### src/rtl/coefficient_sink_if.sv
// Coefficient-load handshake bundle between the host/loader side and the coefficient sink.
interface coefficient_sink_if #(
    parameter int unsigned DATA_W = 16
);
    logic              coeff_write;
    logic              load_coeff;
    logic [1:0]        coefficient_num;
    logic [DATA_W-1:0] coeff_data;
    logic              clear_new_coeff;
    logic              new_coefficient_set;
    logic              modwait;
    logic [DATA_W-1:0] f0;
    logic [DATA_W-1:0] f1;
    logic [DATA_W-1:0] f2;
    logic [DATA_W-1:0] f3;
    logic              coeff_ready;
    logic              err;

    modport master (
        output coeff_write, load_coeff, coefficient_num, coeff_data, clear_new_coeff,
        input  new_coefficient_set, modwait, f0, f1, f2, f3, coeff_ready, err
    );

    modport slave (
        input  coeff_write, load_coeff, coefficient_num, coeff_data, clear_new_coeff,
        output new_coefficient_set, modwait, f0, f1, f2, f3, coeff_ready, err
    );
endinterface

### src/rtl/coefficient_sink.sv
// Responder end of the coefficient-load handshake: holds f0..f3 for the MAC datapath and
// stretches modwait for WAIT_CYCLES cycles while each coefficient write commits.
module coefficient_sink #(
    parameter int unsigned DATA_W      = 16,
    parameter int unsigned WAIT_CYCLES = 2
) (
    input logic               clk,
    input logic               n_reset,
    coefficient_sink_if.slave bus
);
    typedef enum logic [0:0] {StIdle, StBusy} state_e;

    state_e            state_q, state_d;
    logic [3:0]        cnt_q, cnt_d;
    logic [1:0]        pend_num_q, pend_num_d;
    logic [DATA_W-1:0] pend_data_q, pend_data_d;
    logic [DATA_W-1:0] f_q [4];
    logic [DATA_W-1:0] f_d [4];
    logic [3:0]        mask_q, mask_d;
    logic              req_q, req_d;
    logic              modwait_q, modwait_d;
    logic              ready_q, ready_d;
    logic              err_q, err_d;

    always_comb begin
        state_d     = state_q;
        cnt_d       = cnt_q;
        pend_num_d  = pend_num_q;
        pend_data_d = pend_data_q;
        f_d         = f_q;
        modwait_d   = modwait_q;
        err_d       = 1'b0;

        // Set beats clear when both arrive together.
        req_d = req_q;
        if (bus.clear_new_coeff) req_d = 1'b0;
        if (bus.coeff_write)     req_d = 1'b1;

        mask_d = bus.coeff_write ? 4'b0000 : mask_q;

        unique case (state_q)
            StIdle: begin
                if (bus.load_coeff) begin
                    pend_num_d  = bus.coefficient_num;
                    pend_data_d = bus.coeff_data;
                    cnt_d       = 4'(WAIT_CYCLES);
                    modwait_d   = 1'b1;
                    state_d     = StBusy;
                end
            end
            StBusy: begin
                cnt_d = cnt_q - 4'd1;
                if (bus.load_coeff) err_d = 1'b1;
                if (cnt_q == 4'd1) begin
                    f_d[pend_num_q]    = pend_data_q;
                    mask_d[pend_num_q] = 1'b1;
                    modwait_d          = 1'b0;
                    state_d            = StIdle;
                end
            end
            default: state_d = StIdle;
        endcase

        ready_d = &mask_d;
    end

    always_ff @(posedge clk or negedge n_reset) begin
        if (!n_reset) begin
            state_q     <= StIdle;
            cnt_q       <= 4'd0;
            pend_num_q  <= 2'd0;
            pend_data_q <= '0;
            for (int i = 0; i < 4; i++) f_q[i] <= '0;
            mask_q      <= 4'b0000;
            req_q       <= 1'b0;
            modwait_q   <= 1'b0;
            ready_q     <= 1'b0;
            err_q       <= 1'b0;
        end else begin
            state_q     <= state_d;
            cnt_q       <= cnt_d;
            pend_num_q  <= pend_num_d;
            pend_data_q <= pend_data_d;
            f_q         <= f_d;
            mask_q      <= mask_d;
            req_q       <= req_d;
            modwait_q   <= modwait_d;
            ready_q     <= ready_d;
            err_q       <= err_d;
        end
    end

    assign bus.new_coefficient_set = req_q;
    assign bus.modwait             = modwait_q;
    assign bus.coeff_ready         = ready_q;
    assign bus.err                 = err_q;
    assign bus.f0                  = f_q[0];
    assign bus.f1                  = f_q[1];
    assign bus.f2                  = f_q[2];
    assign bus.f3                  = f_q[3];
endmodule

### src/flat_wrapper.sv
// flat-port wrapper written by rule: the top's interface ports become plain ports
module coefficient_sink_flat 
#(
    parameter int unsigned DATA_W      = 16,
    parameter int unsigned WAIT_CYCLES = 2
)
  (clk, n_reset, bus_coeff_write, bus_load_coeff, bus_coefficient_num, bus_coeff_data, bus_clear_new_coeff, bus_new_coefficient_set, bus_modwait, bus_f0, bus_f1, bus_f2, bus_f3, bus_coeff_ready, bus_err);
  coefficient_sink_if #(.DATA_W(DATA_W)) bus_i ();
  input logic clk;
  input logic n_reset;
  input wire logic [$bits(bus_i.coeff_write)-1:0] bus_coeff_write;
  input wire logic [$bits(bus_i.load_coeff)-1:0] bus_load_coeff;
  input wire logic [$bits(bus_i.coefficient_num)-1:0] bus_coefficient_num;
  input wire logic [$bits(bus_i.coeff_data)-1:0] bus_coeff_data;
  input wire logic [$bits(bus_i.clear_new_coeff)-1:0] bus_clear_new_coeff;
  output wire logic [$bits(bus_i.new_coefficient_set)-1:0] bus_new_coefficient_set;
  output wire logic [$bits(bus_i.modwait)-1:0] bus_modwait;
  output wire logic [$bits(bus_i.f0)-1:0] bus_f0;
  output wire logic [$bits(bus_i.f1)-1:0] bus_f1;
  output wire logic [$bits(bus_i.f2)-1:0] bus_f2;
  output wire logic [$bits(bus_i.f3)-1:0] bus_f3;
  output wire logic [$bits(bus_i.coeff_ready)-1:0] bus_coeff_ready;
  output wire logic [$bits(bus_i.err)-1:0] bus_err;
  assign bus_i.coeff_write = bus_coeff_write;
  assign bus_i.load_coeff = bus_load_coeff;
  assign bus_i.coefficient_num = bus_coefficient_num;
  assign bus_i.coeff_data = bus_coeff_data;
  assign bus_i.clear_new_coeff = bus_clear_new_coeff;
  assign bus_new_coefficient_set = bus_i.new_coefficient_set;
  assign bus_modwait = bus_i.modwait;
  assign bus_f0 = bus_i.f0;
  assign bus_f1 = bus_i.f1;
  assign bus_f2 = bus_i.f2;
  assign bus_f3 = bus_i.f3;
  assign bus_coeff_ready = bus_i.coeff_ready;
  assign bus_err = bus_i.err;
  coefficient_sink #(.DATA_W(DATA_W), .WAIT_CYCLES(WAIT_CYCLES)) u_core (.clk(clk), .n_reset(n_reset), .bus(bus_i));
endmodule
### config.mk
export PLATFORM = sky130hd
export DESIGN_NAME = coefficient_sink_flat
export DESIGN_NICKNAME = d
export VERILOG_FILES = /design/src/rtl/coefficient_sink_if.sv /design/src/rtl/coefficient_sink.sv /design/src/flat_wrapper.sv
export SDC_FILE = /design/constraint.sdc
export NUM_CORES = 1
export LEC_CHECK = 0
export BUFFER_PORTS_ARGS = -buffer_cell sky130_fd_sc_hd__buf_2
export CAP_MARGIN = 20
export CORE_MARGIN = 2
export CORE_UTILIZATION = 48
export CTS_CLUSTER_DIAMETER = 30
export DETAILED_ROUTE_END_ITERATION = 8
export PLACE_DENSITY_LB_ADDON = 0.12
export SLEW_MARGIN = 20
export SYNTH_ARGS = -nofsm -noshare
export SYNTH_HDL_FRONTEND = slang
export SYNTH_SLANG_ARGS = --single-unit
### constraint.sdc
create_clock -name clk -period 1.59 [get_ports clk]
set_input_delay 0.2385 -clock clk [delete_from_list [all_inputs] [get_ports clk]]
set_output_delay 0.2385 -clock clk [all_outputs]
set_load 0.02 [all_outputs]
# Word level (Yosys, flattened, before mapping)
# Index checks and enable logic that the tools add are counted.
# W data, S select, Z words.
# op_classes
n_eq_ne	3
order_cmp	4
reduce_logical	7
n_mux	19
bitwise_logic	3
add_sub_neg	1
# ops
op	n
$bwmux W64	1
$demux W16 S2	1
$mux W16	1
$mux W4	4
$mux W1	8
$pmux W4 S2	1
$reduce_and A2 Y1	3
$eq A4 B1 Y1 const B	1
$ne A2 B2 Y1 const B	2
$or A4 B4 Y4	1
$pmux W1 S2	2
$reduce_and A4 Y1	1
$sub A4 B1 Y4 const B	1
$ge A3 B3 Y1 const B	1
$lt A2 B3 Y1 const B	1
$lt A3 B1 Y1 const B	1
$not A2 Y3	1
$demux W1 S2	1
$ge A2 B1 Y1 const B	1
$logic_and A1 B1 Y1	2
$reduce_bool A2 Y1	1
$not A1 Y1	1
# word_totals
inputBits	23
reg_bits	95
out_inout_bits	68

# Longest topological paths before layout
# Gate-level depths: netlist of the first run.
# depth
depth_word	8
ltp_mapped	7
ltp_nobuf	5

# Least setup slack after synthesis of the first run
# OpenSTA, ideal clock, no wires.
# synth_path
path_kind	register to register
from	register u_core.cnt_q[1]
to	register u_core.f_q, in the netlist u_core.bus.f2[10]
path_buffers	2
t_required_ns	1.465
path_slack_ns	-0.040
synth_period_minus_slack_ns	1.630
path_stages_with_launch	8
t_arrival_ns	1.505
cell_sequence	dfrtp_1 > inv_1 > ha_1 > and4bb_1 > buf_6 > nand3b_4 > buf_6 > mux2_4
# synth_between
elab_chain_len	2
# synth_lines
item	line	text
start, declared	coefficient_sink.sv:14	logic [3:0] cnt_q, cnt_d;
start signal, assigned	coefficient_sink.sv:81	cnt_q <= cnt_d;
$eq A4 B1 Y1	coefficient_sink.sv:54	if (cnt_q == 4'd1) begin
$reduce_and A2 Y1 (no source line)	n/a	
end signal, assigned	coefficient_sink.sv:84	f_q <= f_d;
end, declared	coefficient_sink.sv:17	logic [DATA_W-1:0] f_q [4];
# Every way passes these cells.
# A chain may end at the register's enable or synchronous reset.

# Worst setup path after layout of the first run
# layout_path
from	register u_core.cnt_q[1]
to	register u_core.f_q, in the netlist u_core.bus.f1[3]
# Same word-level chain as after synthesis.

==> summary.txt, run 1 <==
Status
  • Status: finished, violations left
  • Failing checks: setup timing

Pwr
  • Share of power burned in registers: between 40% and 50%
  • Combinational cell fraction of total power: between 40% and 50%
  • Pint: between 6000 and 7000 µW
  • Leakage: 0.002616 µW
  • Pwr Density: between 2000 and 2500 nW/µm²
  • Worst vdd ir: a little under 1000 µV
  • Clock power share: 13.8%
  • Switching power total: 3816 µW
  • Net Sw Frac: a little under two fifths

Synthesis
  • Syn Std Cell Area: between 3000 and 4000 µm²
  • Sequential fraction of the synthesis area: a little over three fifths
  • Total number of yosys warnings: 0
  • Syn Area/Cell: about 17 µm²
  • Synth Register Bits: 95
  • Post-synth cell types: 26
  • Gate count after technology mapping: between 200 and 250
  • Synth Net Count: 253

Timing
  • Skew final: around 0.007 ns
  • Period utilization: 107.6%
  • Slew margin rel.: 77.65%
  • Max Fclk: 0.5843 GHz
  • Worst slew pin tran: 0.3340 ns
  • Finish-stage setup viols: 65
  • Final Hold Viols: 0
  • Final Max Tran Viols: 0
  • Worst setup margin: -0.1215 ns
  • Setup TNS: -5.247 ns
  • Final min period: between 1.5 and 2 ns
  • Unrepaired setup endpoints after global routing: true

Hold path
  • Hold WC Path Type: in -> reg
  • Hold path start: bus_coeff_write
  • Hold Crit Endpoint: u_core.bus.coeff_ready
  • Hold Path Depth: 2

Worst setup path
  • Setup CP Type: reg -> reg
  • Setup slack, reg-to-reg: -0.12 ns
  • WP data arrival: 1.95 ns
  • CP required: between 1.5 and 2 ns
  • Worst Path Max Fanout: 5
  • R2R depth: 7
  • Worst reg2reg startpoint: u_core.cnt_q[1]
  • R2r endpoint: u_core.bus.f1[3]
  • Setup crit end kind: register
  • Crit start category: register

Place
  • Final HPWL DP: ~5200 µm
  • GP Congestion: 0.7181
  • IO Port Bufs: 90
  • Dpl cell area: roughly 4600 µm²

Floorplanning
  • IO Count: roughly 90
  • Die width: between 90 and 100 µm
  • Core area: ~7700 µm²
  • Die height: 92.89 µm
  • Die area: around 8600 µm²
  • Initial core utilization: approximately half
  • FP Rows: 32

Global route
  • Largest net degree at the start of global routing: 33
  • Number of global-route vias before repair: between 2000 and 2500
  • Total GRT Usage: between 10% and 20%
  • Gr ovfl total: 0
  • First-pass GRT wire length: around 12000 µm
  • Initial antenna violation count: 0

Finish
  • Sequential cell area: 2377 µm²
  • Area of the multi-input gates: 1389 µm²
  • Inserted Diodes: 0
  • Finished Cell Area: roughly 5000 µm²
  • Synth-to-Final Area Change: 29.73%
  • Share of cells above drive strength 1: a little under two thirds
  • Fillers: between 600 and 700
  • Fin util: between 60% and 70%
  • Final nets: around 370

Drt
  • WL per Instance: between 15 and 20 µm
  • # DRC: 0
  • DRT iter0 DRCs: 44
  • Pre-antenna DRT Iters: 4
  • Post-DRT Antenna Nets: 0
  • Vias per inst: between 5 and 6
  • Routed WL: slightly below 8000 µm
  • Routed vias: between 2000 and 2500

Run
  • Max Cap Violations: 0

CTS
  • CTS Buf Count: 9
  • CTS tree: done
  • Max clock buf depth: 2
  • CTS clock-pin slew for the worst setup and hold paths: approximately 0.09 ns
  • Clock Latency Late Sink: ~0.35 ns
  • CTS sink count: 95
  • H-tree Lvls: 3
  • CTS Root Cell: clkbuf_8
## repair_timing
action | CTS | global route
buffers inserted | 2 | 1
cloned | 0 | 2
pin swaps | 0 | 0
resized for setup | 4 | 17
hold buffers | 1 | 0
endpoints found under the setup margin | 65 | 65
endpoints found under the hold margin | 18 | 0
## flip-flops by register name (all words and copies together), names as in the netlist
name and cells:
u_core.bus.f0 16, u_core.bus.f1 16, u_core.bus.f2 16, u_core.bus.f3 16, u_core.pend_data_q 16, u_core.cnt_q 4, u_core.mask_q 4, u_core.pend_num_q 2
u_core.bus.coeff_ready 1, u_core.bus.err 1, u_core.bus.modwait 1, u_core.bus.new_coefficient_set 1, u_core.state_q 1
## worst max-delay path by stage
stage,start,endpoint,slack (ns)
final,u_core.cnt_q[1],u_core.bus.f1[3],-0.12
after global routing,u_core.cnt_q[1],u_core.bus.f1[3],-0.17
after CTS,u_core.cnt_q[1],u_core.bus.f1[2],-0.10
after detailed placement,u_core.cnt_q[0],u_core.bus.f0[8],-0.09
after global placement,u_core.cnt_q[0],u_core.bus.f0[6],-0.06
after floorplan,u_core.cnt_q[1],u_core.bus.f2[10],-0.04
## worst max-delay path, stage by stage, from the launching register on
cell and delay, ns:
dfrtp_1 0.40, inv_2 0.08, ha_4 0.11, and4bb_2 0.27
buf_12 0.13, nand3b_4 0.12, clkbuf_16 0.20, mux2_4 0.29
## synth_stat cells, drive strengths merged
master | n | area [µm²]
nand3b | 2 | 40.04
a21o | 2 | 15.01
and4 | 1 | 8.760
dfrtp | 95 | 2377
a21oi | 1 | 5.000
nor2 | 3 | 11.26
nor3b | 1 | 7.510
nor3 | 2 | 10.01
o21ai | 6 | 30.03
nand4b | 1 | 8.760
inv | 8 | 30.03
xor2 | 1 | 8.760
and2 | 1 | 6.260
nand3 | 1 | 17.52
nand2 | 2 | 15.01
buf | 9 | 76.32
a32oi | 1 | 8.760
nor2b | 2 | 12.51
and4bb | 1 | 12.51
a221oi | 1 | 15.01
mux2 | 84 | 1044
o21bai | 1 | 7.510
ha | 2 | 25.02
## routing by layer
| metal | GRT usage (%) | part of all wire [%] |
|---|---|---|
| met5 | 0 | 0 |
| met4 | 6.005 | 1.7 |
| met3 | 6.347 | 5.8 |
| met2 | 28.44 | 48 |
| met1 | 24.16 | 45 |
## cell families (layout without fill, tap and decap cells)
| group | Yosys count | count (layout) | share of synthesized area [%] |
|---|---|---|---|
| DFF | 95 | 95 | 62.69 |
| muxes | 84 | 84 | 27.52 |
| and+or+nand+nor | 17 | 17 | 3.959 |
| buffers and inverters | 17 | 141 | 2.804 |
| AOI/OAI and AO/OA | 12 | 12 | 2.144 |
| adders and majority gates | 2 | 2 | 0.6597 |
| xor gates and xnor gates | 1 | 1 | 0.2310 |
## power groups by stage
stage / logic, µW / clock network (µW) / registers [µW]
after floorplan: 1800 / 0 / 5220
after global placement: 4100 / 0 / 4400
after detailed placement: 4180 / 0 / 4420
after CTS: 4230 / 1450 / 4380
after global routing: 4720 / 1560 / 4570
final: 4400 / 1410 / 4420
## through the flow
step,setup slack (ns),hold slack [ns],instances,power [µW]
final,-0.1215,0.1060,454,10230
after global routing,-0.1692,0.08689,454,10850
after CTS,-0.1003,0.09046,451,10060
after detailed placement,-0.08821,0.1595,432,8602
after global placement,-0.05703,0.1561,432,8498
after floorplan,-0.03993,-0.05709,228,7026
## layout make-up
class                      instances  area share (%)
inverter                           8          0.6104
clock inverter                     6          0.9410
sequential                        95           48.32
tap                              102           2.594
multi-input combinational        116           28.23
clock buffer                      10           2.594
timing repair buffer             117           16.71
## cell usage in the layout, fill, tap and decap left out, types with 2 or more instances in the layout
cell type   instances
buf_12             10
clkbuf_8            9
buf_4              14
a21o_1              2
dfrtp_1            95
inv_1               7
nor3_1              2
clkinv_4            2
o21ai_0             6
mux2_4             41
clkbuf_16           2
nor2_1              3
mux2_2             43
clkinvlp_4          2
buf_2              89
nand3b_4            2
Note: power is estimated with default switching activity, not from simulation.
==> run 2, diff against run 1 <==
Settings changed: CORE_UTILIZATION 48 to 57.
Clock period 1.59 ns to 2.1 ns, I/O delays scaled along.
==> summary.txt, run 2 (synthesized netlist as in run 1, its figures left out) <==
Worst setup path
  • Worst Path Max Fanout: 17
  • Critical Path, Cell by Cell: inv_1, ha_1, and4bb_2, nand3_4, mux2_4
  • CP required: around 2.3 ns
  • Setup CP Type: reg -> reg
  • Max incr delay on CP: between 0.4 and 0.5 ns
  • CP max-delay cell: and4bb_2
  • Setup crit end kind: register
  • WP data arrival: 2.12 ns
  • Crit start category: register

Drt
  • Post-DRT Antenna Nets: 0
  • DRT iter0 DRCs: between 70 and 80
  • Pre-antenna DRT Iters: 4
  • Routed WL: 7086 µm
  • # DRC: 0
  • Routed vias: approximately 2200
  • Vias per inst: 5.340
  • WL per Instance: about 17 µm

Floorplanning
  • Core area: 6386 µm²
  • Die area: roughly 7300 µm²
  • Initial core utilization: between 50 and 60%
  • Die height: approximately 86 µm
  • Die width: approximately 86 µm
  • IO Count: 91
  • FP Rows: 29

Pwr
  • Switching power total: roughly 2800 µW
  • Clock power share: around 18%
  • Net Sw Frac: a little over a third
  • Leakage: 0.002432 µW
  • Worst vdd ir: 986.2 µV
  • Share of power burned in registers: a little over two fifths
  • Pwr Density: about 1700 nW/µm²
  • Combinational cell fraction of total power: about two fifths
  • Pint: 4859 µW

Global route
  • First-pass GRT wire length: approximately 12000 µm
  • Number of global-route vias before repair: 2302
  • Initial antenna violation count: 0
  • Gr ovfl total: 0
  • Total GRT Usage: a little over a fifth
  • Largest net degree at the start of global routing: 53

CTS
  • CTS Buf Count: 9
  • Max clock buf depth: 2
  • CTS clock-pin slew for the worst setup and hold paths: 0.09 ns
  • H-tree Lvls: 3
  • Clock Latency Late Sink: about 0.35 ns
  • Post-CTS Setup Bufs: 0
  • CTS Root Cell: clkbuf_8
  • CTS tree: done
  • CTS sink count: between 90 and 100

Finish
  • Final Instance Count excl. Fillers: 409
  • Inserted Diodes: 0
  • Most frequent cells in the layout: dfrtp_1 (95), buf_2 (89), mux2_2 (58)
  • Share of cells above drive strength 1: between 60 and 70%
  • Synth-to-Final Area Change: 20.39%
  • Final nets: 352
  • Commonest non-fill, non-tap cell in the layout: dfrtp_1
  • Fillers: about 440

Timing
  • Skew final: 0.01114 ns
  • Final Hold Viols: 0
  • Max Fclk: between 0.5 and 0.6 GHz
  • Final Max Tran Viols: 0
  • Unrepaired setup endpoints after global routing: false
  • Finish-stage setup viols: 0
  • Slew margin rel.: approximately 73%
  • Period utilization: approximately 90%
  • Final min period: ~1.9 ns
  • Setup TNS: 0 ns
  • Worst slew pin tran: 0.4028 ns

Place
  • GP Congestion: between 0.7 and 0.8
  • IO Port Bufs: 90
  • Placed cells: slightly below 400
  • Final HPWL DP: 4736 µm

Run
  • Max Cap Violations: 0

Hold path
  • Hold WC Path Type: in -> reg

Status
  • Status: finished, final reports clean
==> run 2: cell types whose count changed in the layout (fill, tap and decap cells not counted), sizes merged <==
| cell | delta |
|---|---|
| buf | -18 |
| bufinv | +2 |
| clkbuf | -1 |
| clkinv | -1 |
| clkinvlp | -2 |
==> run 2: stage by stage <==
step	power [µW]	utilization (%)	hold WS, ns	worst slack [ns]	instance area, µm²
floorplan	5320	-	0.01941	0.4701	3792
global placement	6214	67.73	0.2633	0.1211	4325
detailed placement	6322	67.73	0.2644	0.06756	4325
CTS	7692	71.49	0.1839	0.05332	4566
global route	8065	71.49	0.1859	0.1045	4566
finish	7612	71.49	0.1923	0.2105	4566
==> run 2: power groups by stage <==
| stage | Sequential [µW] | Combinational (µW) | Clock [µW] |
|---|---|---|---|
| finish | 3310 | 2950 | 1350 |
| CTS | 3320 | 3000 | 1380 |
| floorplan | 3950 | 1370 | 0 |
| global placement | 3310 | 2910 | 0 |
| detailed placement | 3340 | 2990 | 0 |
| global route | 3440 | 3180 | 1440 |
==> run 2: worst max-delay path: cells and delay by family, from the launching register on <==
| family | cells | cell delay [ns] |
|---|---|---|
| adders and majority gates | 1 | 0.14 |
| DFF | 1 | 0.40 |
| and+or+nand+nor | 2 | 0.77 |
| muxes | 1 | 0.40 |
| buffers and inverters | 1 | 0.08 |
==> run 2: metal layers <==
metal	share of wire [%]	vias to the layer above	routed length, µm	track usage [%]
met5	0	-	0	0
li1	-	997	-	-
met2	47	61	3356	33.81
met3	5.7	8	404	4.909
met4	1.1	0	76	6.926
met1	46	1118	3248	30.17
==> run 2: cell type report <==
type,instances,area [µm²],share of cell area [%]
clock buffer,11,151.4,3.316
clock inverter,5,78.83,1.726
inverter,8,30.03,0.6577
multi-input combinational,116,1311,28.72
sequential,95,2377,52.07
tap,77,96.34,2.110
timing repair buffer,97,520.5,11.40
==> run 2: worst paths after layout <==
check	from	to	slack, ns	cells after the start
setup reg to reg	u_core.cnt_q[1]	u_core.bus.f3[6]	0.21	5
setup / recovery	u_core.cnt_q[1]	u_core.bus.f3[6]	0.21	5
hold / removal	bus_coeff_data[14]	u_core.pend_data_q[14]	0.19	2
hold reg to reg	u_core.bus.new_coefficient_set	u_core.bus.new_coefficient_set	0.49	1
max in group asynchronous	n_reset	u_core.bus.f3[0]	1.07	3
min in group asynchronous	n_reset	u_core.bus.f2[7]	0.43	2
==> run 2: timing repair <==
action / 4_1_cts / 5_1_grt
setup endpoints to repair: 0 / 25
gates resized for setup: 0 / 1
hold endpoints to repair: 27 / 0
hold buffers: 1 / 0
==> run 3, diff against run 2 <==
--- a/config.mk
+++ b/config.mk
@@ -8,3 +8,3 @@
 export BUFFER_PORTS_ARGS = -buffer_cell sky130_fd_sc_hd__buf_2
-export CAP_MARGIN = 20
+export CAP_MARGIN = 15
 export CORE_MARGIN = 2
==> constraint.sdc (replaced) <==
create_clock -name clk -period 2.2 [get_ports clk]
set_input_delay 0.33 -clock clk [delete_from_list [all_inputs] [get_ports clk]]
set_output_delay 0.33 -clock clk [all_outputs]
set_load 0.05 [all_outputs]
==> summary.txt, run 3 (synthesized netlist as in run 1, its figures left out) <==
Place
  • IO Port Bufs: 90
  • Final HPWL DP: around 4600 µm
  • GP Congestion: approximately 0.7

Hold path
  • Hold path start: bus_coeff_write
  • Hold Path Depth: 2
  • Hold Crit Endpoint: u_core.bus.coeff_ready
  • Hold WC Path Type: in -> reg

Worst setup path
  • Setup CP Type: reg -> reg
  • Worst reg2reg startpoint: u_core.cnt_q[1]
  • Setup crit end kind: register
  • R2r endpoint: u_core.bus.f2[14]
  • R2R depth: 5
  • CP required: around 2.4 ns
  • Setup slack, reg-to-reg: between 0.15 and 0.2 ns
  • Crit start category: register
  • Worst Path Max Fanout: 18
  • WP data arrival: around 2.2 ns

Timing
  • Setup TNS: 0 ns
  • Final min period: roughly 2 ns
  • Period utilization: between 90% and 100%
  • Worst slew pin tran: 0.5800 ns
  • Finish-stage setup viols: 0
  • Final Hold Viols: 0
  • Slew margin rel.: a little over 60%
  • Final Max Tran Viols: 0
  • Max Fclk: just under 0.5 GHz
  • Skew final: 0.007328 ns
  • Unrepaired setup endpoints after global routing: false

Finish
  • Share of cells above drive strength 1: between 60% and 70%
  • Final nets: about 350
  • Inserted Diodes: 0
  • Most frequent cells in the layout: dfrtp_1 (95), buf_2 (89), mux2_2 (58)
  • Synth-to-Final Area Change: 19.43%
  • Commonest non-fill, non-tap cell in the layout: dfrtp_1

Global route
  • Most Used Layer, Global Route: met1
  • Number of global-route vias before repair: ~2200
  • Gr ovfl total: 0
  • Largest net degree at the start of global routing: 46
  • Global Route met3 Usage: 4.524%
  • Initial antenna violation count: 0
  • Met2 Use GR: between 20 and 30%
  • First-pass GRT wire length: 11500 µm
  • GR Util met1: a little under a third
  • Total GRT Usage: about 20%

Floorplanning
  • Die width: around 86 µm
  • Die area: between 7000 and 8000 µm²
  • IO Count: roughly 90
  • Initial core utilization: 59.38%
  • FP Rows: 29
  • Core area: between 6000 and 7000 µm²
  • Die height: 85.57 µm

Drt
  • WL per Instance: 16.92 µm
  • Vias per inst: 5.274
  • Routed vias: 2157
  • DRT iter0 DRCs: ~110
  • Post-DRT Antenna Nets: 0
  • Routed WL: 6922 µm
  • Pre-antenna DRT Iters: 4
  • # DRC: 0

CTS
  • CTS Buf Count: 9
  • CTS tree: done
  • CTS resizes: 0
  • Clock Latency Late Sink: between 0.3 and 0.4 ns
  • CTS clock-pin slew for the worst setup and hold paths: around 0.090 ns
  • CTS sink count: 95
  • Post-CTS Setup Bufs: 0
  • CTS Root Cell: clkbuf_8
  • Max clock buf depth: 2
  • H-tree Lvls: 3

Status
  • Status: finished, final reports clean

Run
  • Max Cap Violations: 0
run 3: changes by cell type in the layout (fill, tap and decap cells not counted), sizes merged:
| cell | delta |
|---|---|
| clkinvlp | +2 |
| bufinv | -2 |
| clkbuf | +1 |
| inv | -1 |
run 3: repair_timing:
| action | in CTS | in global routing |
|---|---|---|
| hold buffers | 1 | 0 |
| endpoints found under the setup margin | 0 | 0 |
| endpoints found under the hold margin | 29 | 0 |
run 3: cell type report:
class | count | area (µm²)
sequential | 95 | 2377
fill | 447 | 1857
multi-input combinational | 116 | 1311
timing repair buffer | 97 | 520.5
clock buffer | 12 | 165.2
tap | 77 | 96.34
inverter | 8 | 30.03
clock inverter | 4 | 28.78
run 3: worst max-delay path, cell delays in order, from the launching register on:
cell and delay, ns:
dfrtp_1 0.40, inv_1 0.08, ha_1 0.13, and4bb_1 0.50, nand3b_4 0.39, mux2_4 0.40
run 3: layer usage:
layer,vias up,wire length [µm]
met5,-,0
met4,0,72
met3,5,423
met2,63,3166
met1,1087,3260
li1,1002,-
run 3: how the worst max path moves through the flow:
| stage | from | end |
|---|---|---|
| final | u_core.cnt_q[1] | u_core.bus.f2[14] |
| after CTS | u_core.cnt_q[1] | u_core.bus.f2[7] |
| after global routing | u_core.cnt_q[1] | u_core.bus.f2[11] |
| after detailed placement | u_core.cnt_q[1] | u_core.bus.f2[8] |
| after floorplan | u_core.cnt_q[1] | u_core.bus.f2[10] |
| after global placement | u_core.cnt_q[1] | u_core.bus.f1[14] |
run 3: per-stage QoR:
stage          area [µm²]  utilization [%]  cells  setup slack, ns  hold WS, ns
2_1_floorplan        3792                -    228           0.5701      0.03441
3_3_place_gp         4325            67.73    392           0.2188       0.3634
3_5_place_dp         4325            67.73    392           0.1727       0.3633
4_1_cts              4529            70.92    409           0.1494       0.2022
5_1_grt              4529            70.92    409          0.04443       0.2048
6_report             4529            70.92    409           0.1826       0.2162
Power of run 3 is left out: the tool's default activity adds up to more than one toggle a clock period on the data nets, which glitch-free logic cannot reach.
